File: config.mk
export PLATFORM = sky130hd
export DESIGN_NAME = f_to_int
export DESIGN_NICKNAME = d
export VERILOG_FILES = /design/src/rtl/f_to_int.sv
export SDC_FILE = /design/constraint.sdc
export NUM_CORES = 1
export LEC_CHECK = 0
export ABC_CLOCK_PERIOD_IN_PS = 4910
export CORE_ASPECT_RATIO = 0.9
export CORE_MARGIN = 3
export CORE_UTILIZATION = 36
export CTS_CLUSTER_SIZE = 10
export DETAILED_ROUTE_END_ITERATION = 7
export PLACE_DENSITY = 0.63
export SYNTH_ARGS = -nofsm -noshare
export SYNTH_HDL_FRONTEND = slang
export SYNTH_SLANG_ARGS = --single-unit
File: constraint.sdc
create_clock -name clk -period 4.91 [get_ports clk]
set_input_delay 0.982 -clock clk [delete_from_list [all_inputs] [get_ports clk]]
set_output_delay 0.982 -clock clk [all_outputs]
set_load 0.05 [all_outputs]
File: src/rtl/f_to_int.sv
// f_to_int: three-stage IEEE-754 binary32 to int32 converter with saturation counting.
// Define F_TO_INT_ROUND_EN for round-half-to-even; the default build truncates toward zero.
module f_to_int #(
  parameter int DATA_W = 32
) (
  input  logic              clk,
  input  logic              rst,
  input  logic              running,
  input  logic              run,
  input  logic [DATA_W-1:0] in0,
  output logic [DATA_W-1:0] out0,
  output logic [15:0]       sat_count
);

  logic        s1_sign_r;
  logic [7:0]  s1_exp_r;
  logic [23:0] s1_sig_r;

  logic [7:0]  rsh_s;
  logic [7:0]  lsh_s;
  logic [31:0] mag_s;
  logic [31:0] mag_rnd_s;
  logic        carry_s;
  logic        ovf_s;
  logic        nan_s;
  logic        min_s;
  logic        sat_pos_s;
  logic        sat_neg_s;

  logic        s2_sign_r;
  logic [31:0] s2_mag_r;
  logic        s2_sat_pos_r;
  logic        s2_sat_neg_r;
  logic        s2_min_r;

  logic [31:0] res_s;
  logic        sat_s;
  logic [31:0] s3_res_r;
  logic        s3_sat_r;
  logic [2:0]  valid_r;
  logic [15:0] sat_count_r;

  // Stage 1: split operand; the hidden bit is clear for zero and subnormals.
  always_ff @(posedge clk) begin
    if (rst) begin
      s1_sign_r <= 1'b0;
      s1_exp_r  <= 8'd0;
      s1_sig_r  <= 24'd0;
    end else begin
      s1_sign_r <= in0[31];
      s1_exp_r  <= in0[30:23];
      s1_sig_r  <= {(in0[30:23] != 8'd0), in0[22:0]};
    end
  end

  // Exponents 126..149 shift right by 150-E, 150..157 shift left by E-150.
  assign rsh_s = 8'd150 - s1_exp_r;
  assign lsh_s = s1_exp_r - 8'd150;

`ifdef F_TO_INT_ROUND_EN
  logic [55:0] rwide_s;
  logic        rnd_s;

  assign rwide_s = {8'd0, s1_sig_r, 24'd0} >> rsh_s;
`else
  logic [31:0] rtrunc_s;

  assign rtrunc_s = {8'd0, s1_sig_r} >> rsh_s;
`endif

  // Stage 2 datapath: align the significand and classify overflow and NaN.
  always_comb begin
    mag_s = 32'd0;
    ovf_s = 1'b0;
    nan_s = 1'b0;
    min_s = 1'b0;
`ifdef F_TO_INT_ROUND_EN
    rnd_s = 1'b0;
`endif
    if (s1_exp_r == 8'd255) begin
      nan_s = |s1_sig_r[22:0];
      ovf_s = ~(|s1_sig_r[22:0]);
    end else if (s1_exp_r >= 8'd158) begin
      if ((s1_exp_r == 8'd158) && s1_sign_r && (s1_sig_r[22:0] == 23'd0)) begin
        min_s = 1'b1;
      end else begin
        ovf_s = 1'b1;
      end
    end else if (s1_exp_r >= 8'd150) begin
      mag_s = {8'd0, s1_sig_r} << lsh_s;
    end else if (s1_exp_r >= 8'd126) begin
`ifdef F_TO_INT_ROUND_EN
      mag_s = rwide_s[55:24];
      rnd_s = rwide_s[23] & ((|rwide_s[22:0]) | rwide_s[24]);
`else
      mag_s = rtrunc_s;
`endif
    end else begin
      mag_s = 32'd0;
    end
  end

`ifdef F_TO_INT_ROUND_EN
  assign mag_rnd_s = mag_s + {31'd0, rnd_s};
  assign carry_s   = mag_rnd_s[31];
`else
  assign mag_rnd_s = mag_s;
  assign carry_s   = 1'b0;
`endif

  // NaN and a rounding carry saturate positive regardless of sign.
  assign sat_pos_s = nan_s | (ovf_s & ~s1_sign_r) | carry_s;
  assign sat_neg_s = ovf_s & s1_sign_r & ~carry_s;

  // Stage 2 register.
  always_ff @(posedge clk) begin
    if (rst) begin
      s2_sign_r    <= 1'b0;
      s2_mag_r     <= 32'd0;
      s2_sat_pos_r <= 1'b0;
      s2_sat_neg_r <= 1'b0;
      s2_min_r     <= 1'b0;
    end else begin
      s2_sign_r    <= s1_sign_r;
      s2_mag_r     <= mag_rnd_s;
      s2_sat_pos_r <= sat_pos_s;
      s2_sat_neg_r <= sat_neg_s;
      s2_min_r     <= min_s;
    end
  end

  // Stage 3 datapath: apply sign or substitute the saturation value.
  always_comb begin
    res_s = 32'd0;
    sat_s = 1'b0;
    if (s2_sat_pos_r) begin
      res_s = 32'h7FFF_FFFF;
      sat_s = 1'b1;
    end else if (s2_sat_neg_r) begin
      res_s = 32'h8000_0000;
      sat_s = 1'b1;
    end else if (s2_min_r) begin
      res_s = 32'h8000_0000;
    end else if (s2_sign_r) begin
      res_s = 32'd0 - s2_mag_r;
    end else begin
      res_s = s2_mag_r;
    end
  end

  // Stage 3 register and the running-qualified valid shift register.
  always_ff @(posedge clk) begin
    if (rst) begin
      s3_res_r <= 32'd0;
      s3_sat_r <= 1'b0;
      valid_r  <= 3'd0;
    end else begin
      s3_res_r <= res_s;
      s3_sat_r <= sat_s;
      valid_r  <= {valid_r[1:0], running};
    end
  end

  // Saturation counter: cleared by run, sticks at all-ones.
  always_ff @(posedge clk) begin
    if (rst) begin
      sat_count_r <= 16'd0;
    end else if (run) begin
      sat_count_r <= 16'd0;
    end else if (valid_r[2] && s3_sat_r && (sat_count_r != 16'hFFFF)) begin
      sat_count_r <= sat_count_r + 16'd1;
    end else begin
      sat_count_r <= sat_count_r;
    end
  end

  assign out0      = running ? s3_res_r : {DATA_W{1'b0}};
  assign sat_count = sat_count_r;

endmodule

==> impl_summary.md, run 1 <==
Power and ir drop
The total power per unit cell area is between 300 and 400 nW/um2. The static power due to leakage is roughly 3.4 nW. The proportion of power drawn by the clock network is 0.459. The largest voltage drop on the vdd net is 202.2 uV.

The total net switching power is roughly 0.82 mW. The power share of the sequential group is 0.376. The internal power of the cells is 1.973 mW. Of the total power, combinational logic draws 0.164.

The net switching fraction of the power is 0.2939.

Global routing
Global routing finished with a remaining overflow of 0. The number of global-route vias before repair came to 6067. The first-pass GRT wire length is ~33000 um. Entering global routing, the biggest net connects 58 pins. The number of antenna violations at the first check in global routing is 0. For this run, the total global-route usage over all layers was measured as 0.1833.

STA
The setup TNS after final layout is 0 ps. The largest clock skew in the final design is between 10 and 15 ps. In the finished design, the share of the clock period the worst path needs comes to 0.8035. Setup repair after global routing left no endpoint under its margin. The time the worst path needs with I/O delays and setup is about 3900 ps. The maximum clock rate is between 0.2 and 0.3 GHz. The number of pins exceeding their max-slew limit in the final report came to 0.

The transition time of the tightest slew-check pin is 1094 ps. The relative slew slack is 0.2701. Setup violations remaining at the end of the flow were counted as 0. The count of endpoints failing hold in the final timing report is 0.

Finish
In the final layout, the multi-input gates occupy approximately 4800 um2. At the end of the flow, the number of nets in the layout was 985. Of the cells placed in the final design, the portion with a size suffix greater than 1 is 0.1120. The layout-stage area growth over the synthesis result is 21.42%. The number of filler cells placed in the layout is just under 2000. In the final layout, flip-flops and latches occupy roughly 2400 um2. The repair_antennas step left the layout with diodes totalling 0. The post-route non-filler standard cell count is roughly 1200.

Setup path
Of all nets on the critical path, the largest fanout is 33. The data arrival at the endpoint of the critical path is between 2000 and 3000 ps. The critical-path cell with the highest stage delay is sky130_fd_sc_hd__clkdlybuf4s50_1.

The depth of the most critical reg-to-reg path is 7. Walking the worst path, the cells encountered are clkdlybuf4s50_1, and2_1, clkdlybuf4s50_1. The worst register-to-register path begins at s1_exp_r[0]. In this run the critical register-to-register path is captured at s2_mag_r[3]. The category of the most critical setup path is in2out. The data required time of the critical path is between 3000 and 4000 ps. STA classifies the critical path startpoint as an input port. The dominant cell type by count on the critical path is sky130_fd_sc_hd__clkdlybuf4s50_1. The setup check on the worst reg-to-reg path leaves a slack of ~1500 ps. The delay of the slowest cell on the worst path is approximately 950 ps. STA classifies the critical path endpoint as a primary output.

Status
The run finished with clean final reports.

Logic synthesis
The share of synthesized area in the top cell type comes to 0.3197. The most used flip-flop cell after synthesis is sky130_fd_sc_hd__dfxtp_1. Yosys attributes the largest share of cell area to sky130_fd_sc_hd__dfxtp_1 (32%), sky130_fd_sc_hd__mux4_2 (9.2%), sky130_fd_sc_hd__mux2i_1 (6.7%). The share of the Yosys chip area taken by registers is 0.3197. The net count after synthesis is approximately 940. The largest area contributor in the netlist is sky130_fd_sc_hd__dfxtp_1.

A synthesized cell averages ~8.5 um2. The number of enable flip-flop cells after synthesis is 0. Sorting the synthesized cells by how often they occur yields sky130_fd_sc_hd__dfxtp_1 (121), sky130_fd_sc_hd__nand2_1 (84), sky130_fd_sc_hd__nor2_1 (81). The count of warnings emitted by yosys is 0. After technology mapping, the gate count stands at 895.

The proportion of synthesized flip-flops having asynchronous set or reset is 0. Counting distinct cell types in the post-synthesis netlist gives 58. Yosys instantiated no cell more often than sky130_fd_sc_hd__dfxtp_1.

After synthesis the cells add up to 7577 um2. In this run, synthesis produced a sequential element count of 121.

Placed design
The number of port buffers is between 80 and 90. The routability congestion estimate is 0.9643. The HPWL after detailed placement is 15300 um. After detailed placement, the design holds a cell count of roughly 1200.

Route
Once detail routing completed, the nets flagged for antenna violations numbered 0. After detailed routing, the met3 layer carries ~1700 um of wire. In this run the top signal layer used is met4. The post-detailed-route wirelength per cell is between 15 and 20 um. The number of DRC violations after detailed-routing iteration 0 is 664. In the final routing, the length of wire on met1 measures 9845 um. The per-cell via count in the routed design is around 5.5. For this run, design rule violations remaining after detail routing come to 0.

In the detailed route, the total length drawn on met2 is about 9000 um. The first detailed-routing pass took 5 iterations. The detailed-route wire length is ~21000 um. The total number of vias is just under 7000.

Clock tree
TritonCTS created 17 clock buffers. For this design, the CTS-stage hold fixing added 0 buffers. The root buffer cell is sky130_fd_sc_hd__clkbuf_16.

The worst-case clock buffer depth is 2. The clock-pin transition on the worst setup and hold timing paths is ~70 ps. The clock latency reported for the late side of the worst-skew pair is about 430 ps. After clock tree synthesis, the repair step resized 0 gates.

The tree built by TritonCTS fans out to around 120 sinks. TritonCTS built the clock tree. The number of setup buffers added after CTS is 0. The H-tree generated during clock tree synthesis spans 4 levels.

Floorplanning
The die outline width is about 160 um. After floorplanning, the core was divided into 49 placement rows. The die outline height is between 100 and 150 um.

The initial core utilization is 0.3734. The total area inside the core boundary comes to around 20000 um2. The area enclosed by the die boundary is 22830 um2. The number of primary I/O pins is 84.

Hold path
The worst hold path belongs to the class reg2reg. Counting instances, the worst hold path has a depth of 1. In this run the most critical hold path is launched from valid_r[0]. The path with the worst hold slack has its endpoint at valid_r[1].

Job
Max-cap violations in this run came to 0.
-- metrics by stage --
step / hold slack [ps] / utilization / setup WS [ps] / power (mW) / instance area [um2]
after floorplan: 413.8 / - / 1786 / 1.385 / 7577
after global placement: 417.7 / 0.4235 / 981.5 / 1.519 / 8593
after detailed placement: 446.4 / 0.4235 / 919.4 / 1.521 / 8593
after CTS: 450.9 / 0.4534 / 913.1 / 2.806 / 9200
after global routing: 465.0 / 0.4534 / 769.1 / 2.899 / 9200
final: 448.4 / 0.4534 / 964.9 / 2.795 / 9200
-- cell usage in the layout (no fill, tap or decap), types with 5 or more instances in the layout --
master                            Yosys  routed
sky130_fd_sc_hd__a21oi_1             60      60
sky130_fd_sc_hd__inv_1               12      12
sky130_fd_sc_hd__mux4_2              31      31
sky130_fd_sc_hd__nand4_1             10      10
sky130_fd_sc_hd__xnor2_1             29      29
sky130_fd_sc_hd__nand3_1             18      18
sky130_fd_sc_hd__nand2b_1             6       6
sky130_fd_sc_hd__o211ai_1             9       9
sky130_fd_sc_hd__o21a_1               5       5
sky130_fd_sc_hd__clkdlybuf4s50_1      0      82
sky130_fd_sc_hd__and2_1              37      37
sky130_fd_sc_hd__nor3_1              21      21
sky130_fd_sc_hd__nand2_1             84      84
sky130_fd_sc_hd__clkbuf_16            0      17
sky130_fd_sc_hd__buf_4                0      13
sky130_fd_sc_hd__xor2_1              24      23
sky130_fd_sc_hd__o21ai_0             49      49
sky130_fd_sc_hd__mux2_2              12      12
sky130_fd_sc_hd__or3_1                8       8
sky130_fd_sc_hd__dfxtp_1            121     119
sky130_fd_sc_hd__o31ai_1             11      11
sky130_fd_sc_hd__mux2i_1             51      51
sky130_fd_sc_hd__nor4_1              11      11
sky130_fd_sc_hd__nor2b_1             39      39
sky130_fd_sc_hd__or4_1                5       5
sky130_fd_sc_hd__nor2_1              81      81
sky130_fd_sc_hd__o22ai_1             16      16
sky130_fd_sc_hd__ha_1                 7       7
sky130_fd_sc_hd__a31oi_1              9       9
sky130_fd_sc_hd__inv_8                0       5
-- area by class of cell --
cell class	instances	area share
Inverter	12	0.004896
Sequential cell	121	0.2636
Tap cell	280	0.03808
Timing Repair Buffer	96	0.1004
Clock inverter	15	0.01972
Multi-Input combinational cell	694	0.5271
Clock buffer	17	0.04624
-- power by group through the flow --
stage | sequential [mW] | combinational (mW) | clock [mW]
floorplan | 1.04 | 0.341 | 0
global placement | 1.07 | 0.447 | 0
detailed placement | 1.07 | 0.449 | 0
CTS | 1.05 | 0.453 | 1.30
global route | 1.06 | 0.495 | 1.35
finish | 1.05 | 0.459 | 1.28
-- flip-flops by register name, summed over array words and instances, names as in the netlist --
register      flops
s1_sign_r         1
s1_sig_r         24
s2_sign_r         1
s3_res_r         32
s2_mag_r         32
valid_r           3
s2_min_r          1
sat_count        16
s2_sat_pos_r      1
s3_sat_r          1
s2_sat_neg_r      1
s1_exp_r          8
-- kinds of logic after synthesis --
family	synth area share
AND/OR/NAND/NOR	0.2313
AO/OA/AOI/OAI	0.1575
flip-flops	0.3197
multiplexers	0.1773
buffers and inverters	0.04128
XOR/XNOR	0.06126
adder cells (fa/ha/maj)	0.01156
-- worst max-delay path by stage --
stage	slack, ps	cells after the start	from	to
3_3_place_gp	980	3	running	out0[2]
2_1_floorplan	1790	12	s1_exp_r[0]	s2_mag_r[7]
6_report	960	3	running	out0[5]
4_1_cts	910	3	running	out0[16]
3_5_place_dp	920	3	running	out0[16]
5_1_grt	770	3	running	out0[26]
-- critical path: cells and delay by family --
family | cells | cell delay (ps)
buffers and inverters | 2 | 1750
AND/OR/NAND/NOR | 1 | 220
-- routing by layer --
| layer | GRT usage | vias up |
|---|---|---|
| li1 | - | 3323 |
| met1 | 0.2545 | 3139 |
| met2 | 0.2783 | 274 |
| met3 | 0.04323 | 37 |
| met4 | 0.07140 | 0 |
| met5 | 0 | - |
Power figures use the tool's default switching activity.
==> run 2, diff against run 1 <==
--- a/config.mk
+++ b/config.mk
@@ -5,13 +5,13 @@
 export SDC_FILE = /design/constraint.sdc
 export NUM_CORES = 1
 export LEC_CHECK = 0
-export ABC_CLOCK_PERIOD_IN_PS = 4910
+export ABC_CLOCK_PERIOD_IN_PS = 3500
 export CORE_ASPECT_RATIO = 0.9
 export CORE_MARGIN = 3
 export CORE_UTILIZATION = 36
 export CTS_CLUSTER_SIZE = 10
 export DETAILED_ROUTE_END_ITERATION = 7
-export PLACE_DENSITY = 0.63
+export PLACE_DENSITY = 0.65
 export SYNTH_ARGS = -nofsm -noshare
 export SYNTH_HDL_FRONTEND = slang
 export SYNTH_SLANG_ARGS = --single-unit
==> constraint.sdc (replaced) <==
create_clock -name clk -period 3.5 [get_ports clk]
set_input_delay 0.7 -clock clk [delete_from_list [all_inputs] [get_ports clk]]
set_output_delay 0.7 -clock clk [all_outputs]
set_load 0.05 [all_outputs]
==> run 2 against run 1 <==
Design area increased by 0.60%. Worst setup slack got worse by 330 ps. Combinational power increased by 44%. Die area unchanged. Final cell count increased by 0.40%. Total power increased by 37%. Sequential cell count unchanged. Sequential power increased by 40%. Critical path depth increased by 5. Register-to-register slack got worse by 900 ps. Global-route usage decreased by 0.77 points. Critical path type is now reg2reg. Critical endpoint is now s2_mag_r[1]. Largest cell class unchanged. Largest power group unchanged.
==> impl_summary.md, run 2 (synthesis results as in run 1) <==
Route
The remaining routing DRC violations was 0 (unchanged). The post-detailed-route wirelength per cell is 16.28 um (was 17.02 um). The per-cell via count in the routed design was 5.485 (was 5.484). The number of detailed-route iterations in the first pass is 5 (unchanged). The number of DRC violations after detailed-routing iteration 0 is 611 (was 664). The detailed-route wire length is 20190 um (was 21020 um). The total number of vias is 6801 (was 6773).

The post-route antenna net violation count is 0 (unchanged).

Floorplanning
The initial core utilization is 0.3734 (unchanged). The die outline height is 143.6 um (unchanged). The die outline width was 158.9 um (unchanged). The number of primary I/O pins is 84 (unchanged). The row count came to 49 (unchanged).

The area enclosed by the die boundary is 22830 um2 (unchanged). The floorplan core area is 20290 um2 (unchanged).

Setup path
Critical-path cell list: inv_1, ha_1, mux2_2, a21oi_1, o21ai_0, a21oi_1, mux2_2, o22ai_1 (was clkdlybuf4s50_1, and2_1, clkdlybuf4s50_1). The kind of start point of the critical path is a register (was input port). The buffering stage count on the worst path with inverters included was 1 (was 2). The data arrival at the endpoint of the critical path was 3150 ps (was 2960 ps). The data required time of the critical path is 3780 ps (was 3930 ps).

The capturing element type of the critical path is a register (was primary output). The biggest fanout along the worst timing path is 11 (was 33). The category of the most critical setup path is reg2reg (was in2out). The delay of the slowest cell on the worst path is 600 ps (was 950 ps). The kind of cell adding the most delay to the critical path is compound AO/OA/AOI/OAI gates (was buffers and inverters).

The critical-path cell with the highest stage delay is sky130_fd_sc_hd__ha_1 (was sky130_fd_sc_hd__clkdlybuf4s50_1).

Clock tree
The quantity of hold-fixing buffers added after cts came to 0 (unchanged). The worst-case clock buffer depth was 2 (unchanged). The number of buffers added by the clock tree synthesis step is 17 (unchanged). The count of clock tree sinks is 121 (unchanged).

The post-cts gate resize count is 0 (unchanged). The clock latency reported for the late side of the worst-skew pair is 430 ps (about the same). The H-tree depth reported by CTS is 4 (unchanged).

The count of buffers added by post-CTS timing repair for setup is 0 (unchanged). The root buffer cell is sky130_fd_sc_hd__clkbuf_16 (unchanged). The TritonCTS clock tree is done (unchanged). The clock-pin transition on the worst setup and hold timing paths is 60 ps (was 70 ps).

Power and ir drop
The total power per unit cell area is 412.6 nW/um2 (was 303.8 nW/um2). The post-layout total power is 3.818 mW (was 2.795 mW). The static power due to leakage came to 3.464 nW (was 3.372 nW). The largest voltage drop on the vdd net is 311.6 uV (was 202.2 uV).

Global routing
The maximum number of pins on one net before global-route repair is 59 (was 58). The first-pass GRT wire length is 32620 um (was 33320 um). The number of antenna violations at the first check in global routing is 0 (unchanged). The number of global-route vias before repair is 6102 (was 6067). The met1 global-route usage is 0.2561 (was 0.2545).

The global-route track usage on met3 was 0.04207 (was 0.04323). The aggregate global-route resource usage is 0.1757 (was 0.1833). The global-route track usage on met2 came to 0.2570 (was 0.2783). The total congestion overflow after global routing is 0 (unchanged). The most used routing layer in global routing is met2 (unchanged).

Finish
Largest registers ranked by flip-flop count: s2_mag_r: 32 flops, s3_res_r: 32 flops, s1_sig_r: 24 flops (unchanged). The count of antenna diodes in the layout came to 0 (unchanged). The leading cell type in the layout, fill and taps excluded is sky130_fd_sc_hd__dfxtp_1 (unchanged). The post-layout net count is 990 (was 985). The area taken by multi-input logic gates is 4842 um2 (was 4850 um2). The layout-stage area growth over the synthesis result is 22.14% (was 21.42%).

The area used by sequential logic in the layout is 2425 um2 (unchanged). Commonest cells after routing, fill and taps aside: sky130_fd_sc_hd__dfxtp_1 (119), sky130_fd_sc_hd__nand2_1 (84), sky130_fd_sc_hd__nor2_1 (81), sky130_fd_sc_hd__a21oi_1 (60), sky130_fd_sc_hd__mux2i_1 (51) (was sky130_fd_sc_hd__dfxtp_1 (119), sky130_fd_sc_hd__nand2_1 (84), sky130_fd_sc_hd__clkdlybuf4s50_1 (82), sky130_fd_sc_hd__nor2_1 (81), sky130_fd_sc_hd__a21oi_1 (60)). The share of layout cells above drive strength 1 is 0.1490 (was 0.1120). The number of filler cells placed in the layout came to 1988 (was 1981).

STA
The time the worst path needs with I/O delays and setup is ~2900 ps. The number of pins exceeding their max-slew limit in the final report was 0 (unchanged). Of the available clock period, the critical path in the final layout requires 0.8185. The transition time of the tightest slew-check pin is 927.7 ps (was 1094 ps). The relative slew slack is 0.3771 (was 0.2701).

The count of endpoints failing hold in the final timing report is 0 (unchanged). The total of endpoints with negative setup slack in the final report is 0 (unchanged). The setup TNS after final layout is 0 ps (unchanged). Unrepaired setup endpoints after global routing: no (unchanged).

The maximum clock rate is about 0.35 GHz. The largest clock skew in the final design is 10.19 ps (was 10.72 ps).

Status
Result of the run: complete, no violations (unchanged).

Job
The max-cap check violation count was 0 (unchanged).

Placed design
The routability congestion estimate came to 0.9227 (was 0.9643). The number of port buffers was 83 (unchanged). The HPWL after detailed placement is 14840 um (was 15300 um).

Hold path
The path class of the lowest-slack min-delay path is reg2reg (unchanged).
## run 2: cell count changes in the layout (fill, tap and decap cells not counted), moves of 2 or more
cell / change
sky130_fd_sc_hd__buf_12: +11
sky130_fd_sc_hd__buf_4: +26
sky130_fd_sc_hd__clkdlybuf4s50_1: -32
sky130_fd_sc_hd__clkinv_4: -2
sky130_fd_sc_hd__clkinvlp_4: +3
sky130_fd_sc_hd__inv_6: +4
sky130_fd_sc_hd__inv_8: -5
## run 2: final timing paths
kind / from / endpoint / slack, ps / depth (start not counted)
worst max-delay path: s1_exp_r[0] / s2_mag_r[1] / 640 / 8
worst min-delay path: valid_r[1] / valid_r[2] / 440 / 1
worst max register to register: s1_exp_r[0] / s2_mag_r[1] / 640 / 8
worst min register to register: valid_r[1] / valid_r[2] / 440 / 1
## run 2: worst register-to-register path: cells and delay by family, from the launching register on
kind                     cells  cell delay [ps]
AO/OA/AOI/OAI                4             1090
adder cells (fa/ha/maj)      1              600
multiplexers                 2              560
flip-flops                   1              410
buffers and inverters        1               80
## run 2: per-layer routing
layer	wire length, um	vias to the layer above	share of wire
li1	-	3324	-
met4	382	0	0.019
met2	8456	289	0.42
met3	1707	36	0.085
met5	0	-	0
met1	9641	3152	0.48
## run 2: report_power, final
| part | switching [mW] | internal [mW] | total [mW] | leakage, nW |
|---|---|---|---|---|
| Combinational | 0.375 | 0.286 | 0.660 | 2.21 |
| Clock | 0.680 | 1.01 | 1.69 | 0.271 |
| Sequential | 0.0591 | 1.41 | 1.47 | 0.986 |
| Total | 1.11 | 2.70 | 3.82 | 3.46 |
## run 2: layout make-up
cell class	count	area share
Clock buffer	18	0.04745
Clock inverter	14	0.01460
Multi-Input combinational cell	694	0.5232
Inverter	12	0.004867
Tap cell	280	0.03785
Sequential cell	121	0.2620
Timing Repair Buffer	101	0.1100
## run 2: per-stage QoR
| step | utilization | cell area, um2 | hold slack (ps) | instances | setup slack [ps] |
|---|---|---|---|---|---|
| final | 0.4561 | 9255 | 438.9 | 1240 | 635.2 |
| after global routing | 0.4561 | 9255 | 463.7 | 1240 | 433.6 |
| after CTS | 0.4561 | 9255 | 442.2 | 1240 | 655.9 |
| after detailed placement | 0.4278 | 8681 | 424.5 | 1208 | 661.9 |
| after global placement | 0.4278 | 8681 | 425.2 | 1208 | 708.9 |
| after floorplan | - | 7577 | 413.8 | 895 | 375.6 |
==> run 3, diff against run 2 <==
--- a/config.mk
+++ b/config.mk
@@ -5,13 +5,13 @@
 export SDC_FILE = /design/constraint.sdc
 export NUM_CORES = 1
 export LEC_CHECK = 0
-export ABC_CLOCK_PERIOD_IN_PS = 3500
+export ABC_CLOCK_PERIOD_IN_PS = 2850
 export CORE_ASPECT_RATIO = 0.9
 export CORE_MARGIN = 3
 export CORE_UTILIZATION = 36
 export CTS_CLUSTER_SIZE = 10
 export DETAILED_ROUTE_END_ITERATION = 7
-export PLACE_DENSITY = 0.65
+export PLACE_DENSITY = 0.63
 export SYNTH_ARGS = -nofsm -noshare
 export SYNTH_HDL_FRONTEND = slang
 export SYNTH_SLANG_ARGS = --single-unit
==> constraint.sdc (replaced) <==
create_clock -name clk -period 2.85 [get_ports clk]
set_input_delay 0.57 -clock clk [delete_from_list [all_inputs] [get_ports clk]]
set_output_delay 0.57 -clock clk [all_outputs]
set_load 0.05 [all_outputs]
==> run 3 against run 2 <==
Final cell count up 0.97%. Register-to-register slack got worse by 360 ps. Hold slack got worse by 1.7 ps. Non-clock buffer count rose by 12. Design area is 4.1% higher. Routed wire length shrank 0.45%. Combinational power is 26% higher. Maximum frequency increased by 11%. Sequential cell count unchanged. Critical path depth is 2 lower. Highest routed layer unchanged.
==> impl_summary.md, run 3 (synthesis results as in run 1) <==
Power and ir drop
The power share of the sequential group is 0.377 (was 0.385). The proportion of power drawn by the clock network is 0.448 (was 0.442). The internal power of the cells is 3.412 mW (was 2.704 mW).

The total net switching power was 1.360 mW (was 1.114 mW). The post-layout total power came to 4.772 mW (was 3.818 mW). The net switching fraction of the power is 0.2850 (was 0.2918). The total power per unit cell area was 495.4 nW/um2 (was 412.6 nW/um2). The static power due to leakage is 3.599 nW (was 3.464 nW). The largest voltage drop on the vdd net came to 360.6 uV (was 311.6 uV). The share of total power in combinational logic is 0.175 (was 0.173).

Placed design
The routability congestion estimate is 0.9515 (was 0.9227). The HPWL after detailed placement is 14860 um (was 14840 um). The number of port buffers is 83 (unchanged).

Global routing
The total congestion overflow after global routing is 0 (unchanged). The maximum number of pins on one net before global-route repair is 59 (unchanged). The first-pass GRT wire length is 32480 um (was 32620 um). The aggregate global-route resource usage is 0.1747 (was 0.1757). The number of antenna violations at the first check in global routing came to 0 (unchanged).

The number of global-route vias before repair is 6100 (was 6102).

Route
The detailed-route wire length is 20100 um (was 20190 um). The total number of vias is 6755 (was 6801). The post-route antenna net violation count is 0 (unchanged). The number of DRC violations after detailed-routing iteration 0 came to 733 (was 611). The post-detailed-route wirelength per cell was 16.05 um (was 16.28 um).

The per-cell via count in the routed design is 5.395 (was 5.485). The remaining routing DRC violations is 0 (unchanged). The number of detailed-route iterations in the first pass is 5 (unchanged).

Clock tree
The number of buffers added by the clock tree synthesis step is 17 (unchanged). The quantity of hold-fixing buffers added after cts is 0 (unchanged). The H-tree depth reported by CTS is 4 (unchanged). The clock latency reported for the late side of the worst-skew pair is 420 ps (was 430 ps). The worst-case clock buffer depth came to 2 (unchanged).

The clock-pin transition on the worst setup and hold timing paths is 70 ps (was 60 ps). The count of clock tree sinks is 121 (unchanged). The post-cts gate resize count was 0 (unchanged).

The root buffer cell is sky130_fd_sc_hd__clkbuf_16 (unchanged). The TritonCTS clock tree is done (unchanged). The count of buffers added by post-CTS timing repair for setup is 0 (unchanged).

Setup path
The buffering stage count on the worst path with inverters included is 0 (was 1). Critical-path cell list: or4_4, or4_4, or4_4, o41ai_2, xor2_1, a211oi_1 (was inv_1, ha_1, mux2_2, a21oi_1, o21ai_0, a21oi_1, mux2_2, o22ai_1). The data arrival at the endpoint of the critical path was 2900 ps (was 3150 ps). The capturing element type of the critical path is a register (unchanged). The reg-to-reg startpoint is s2_mag_r[11] (was s1_exp_r[0]). The data required time of the critical path is 3170 ps (was 3780 ps). The critical-path cell with the highest stage delay is sky130_fd_sc_hd__or4_4 (was sky130_fd_sc_hd__ha_1). The delay of the slowest cell on the worst path is 540 ps (was 600 ps).

The worst setup slack for register-to-register paths is 270 ps (was 640 ps). The terminus of the critical flop-to-flop path is s3_res_r[31] (was s2_mag_r[1]). The kind of cell adding the most delay to the critical path is simple AND/OR/NAND/NOR gates (was compound AO/OA/AOI/OAI gates).

The depth of the most critical reg-to-reg path was 6 (was 8). The kind of start point of the critical path is a register (unchanged). The biggest fanout along the worst timing path is 5 (was 11). The dominant cell type by count on the critical path is sky130_fd_sc_hd__or4_4. The category of the most critical setup path is reg2reg (unchanged).

STA
The total of endpoints with negative setup slack in the final report is 0 (unchanged). The transition time of the tightest slew-check pin is 939.9 ps (was 927.7 ps). The number of pins exceeding their max-slew limit in the final report is 0 (unchanged). The relative slew slack is 0.3711 (was 0.3771). The count of endpoints failing hold in the final timing report is 0 (unchanged).

The maximum clock rate was 0.3878 GHz (was 0.3491 GHz). The setup TNS after final layout is 0 ps (unchanged). The part of the cycle the worst path needs is 0.9049 (was 0.8185). The time the worst path needs with I/O delays and setup came to 2579 ps (was 2865 ps). The largest clock skew in the final design is 18.62 ps (was 10.19 ps). Unrepaired setup endpoints after global routing: no (unchanged).

Finish
Commonest cells after routing, fill and taps aside: sky130_fd_sc_hd__dfxtp_1 (119), sky130_fd_sc_hd__nand2_1 (84), sky130_fd_sc_hd__nor2_1 (81), sky130_fd_sc_hd__a21oi_1 (60), sky130_fd_sc_hd__mux2i_1 (51) (unchanged). Largest registers ranked by flip-flop count: s2_mag_r: 32 flops, s3_res_r: 32 flops, s1_sig_r: 24 flops (unchanged). The post-layout net count came to 1002 (was 990). The count of antenna diodes in the layout came to 0 (unchanged). The share of layout cells above drive strength 1 is 0.1605 (was 0.1490). The share of the core filled with cells is 0.4748 (was 0.4561). The number of filler cells placed in the layout is 1959 (was 1988). The leading cell type in the layout, fill and taps excluded is sky130_fd_sc_hd__dfxtp_1 (unchanged).

The layout-stage area growth over the synthesis result was 27.15% (was 22.14%).

Hold path
The worst hold endpoint is valid_r[1] (was valid_r[2]). The path class of the lowest-slack min-delay path was reg2reg (unchanged). The cell depth of the worst hold path is 1 (unchanged).

The launch instance of the worst min-delay path was valid_r[0] (was valid_r[1]).

Floorplanning
The area enclosed by the die boundary came to 22830 um2 (unchanged). The floorplan core area is 20290 um2 (unchanged). The die outline width is 158.9 um (unchanged). The initial core utilization is 0.3734 (unchanged). The row count is 49 (unchanged).

The die outline height is 143.6 um (unchanged). The number of primary I/O pins came to 84 (unchanged).

Job
The max-cap check violation count is 0 (unchanged).

Status
Result of the run: complete, no violations (unchanged).
-- run 3: worst max path at each step --
stage / cells after the start / end / slack (ps) / from
final: 6 / s3_res_r[31] / 270 / s2_mag_r[11]
after detailed placement: 6 / s3_res_r[31] / 310 / s2_mag_r[11]
after CTS: 6 / s3_res_r[31] / 270 / s2_mag_r[11]
after floorplan: 11 / s2_mag_r[14] / 20 / s1_exp_r[0]
after global routing: 6 / s3_res_r[31] / 120 / s2_mag_r[11]
after global placement: 6 / s2_mag_r[16] / 310 / s1_exp_r[1]
-- run 3: power groups by stage --
stage	combinational (mW)	clock (mW)	sequential [mW]
after floorplan	0.591	0	1.80
after global placement	0.820	0	1.83
after detailed placement	0.819	0	1.83
after CTS	0.823	2.18	1.80
after global routing	0.899	2.25	1.80
final	0.834	2.14	1.80
-- run 3: layout make-up --
| type | instances | area [um2] | area share |
|---|---|---|---|
| Clock inverter | 15 | 167.7 | 0.01740 |
| Sequential cell | 121 | 2425 | 0.2517 |
| Tap cell | 280 | 350.3 | 0.03636 |
| Clock buffer | 17 | 425.4 | 0.04416 |
| Multi-Input combinational cell | 694 | 4850 | 0.5034 |
| Timing Repair Buffer | 113 | 1371 | 0.1423 |
| Inverter | 12 | 45.04 | 0.004675 |
-- run 3: per-layer routing --
metal  GRT usage  vias to the layer above  share of wire
met2      0.2654                      286           0.43
li1            -                     3347              -
met5           0                        -              0
met1      0.2516                     3088           0.48
met4     0.04975                        0          0.019
met3     0.03746                       34          0.077
-- run 3: per-stage QoR --
step	instances	hold WS (ps)	setup slack, ps	instance area (um2)
after global placement	1220	420.7	313.1	9041
after detailed placement	1220	426.8	309.1	9041
final	1252	437.2	271.1	9634
after floorplan	895	413.8	21.28	7589
after global routing	1252	447.4	116.5	9634
after CTS	1252	440.5	265.5	9634
-- run 3: worst reg2reg max path, cell delays in order (launching register included) --
cell and delay (ps):
sky130_fd_sc_hd__dfxtp_1 340, sky130_fd_sc_hd__or4_4 540, sky130_fd_sc_hd__or4_4 450, sky130_fd_sc_hd__or4_4 470
sky130_fd_sc_hd__o41ai_2 320, sky130_fd_sc_hd__xor2_1 100, sky130_fd_sc_hd__a211oi_1 250
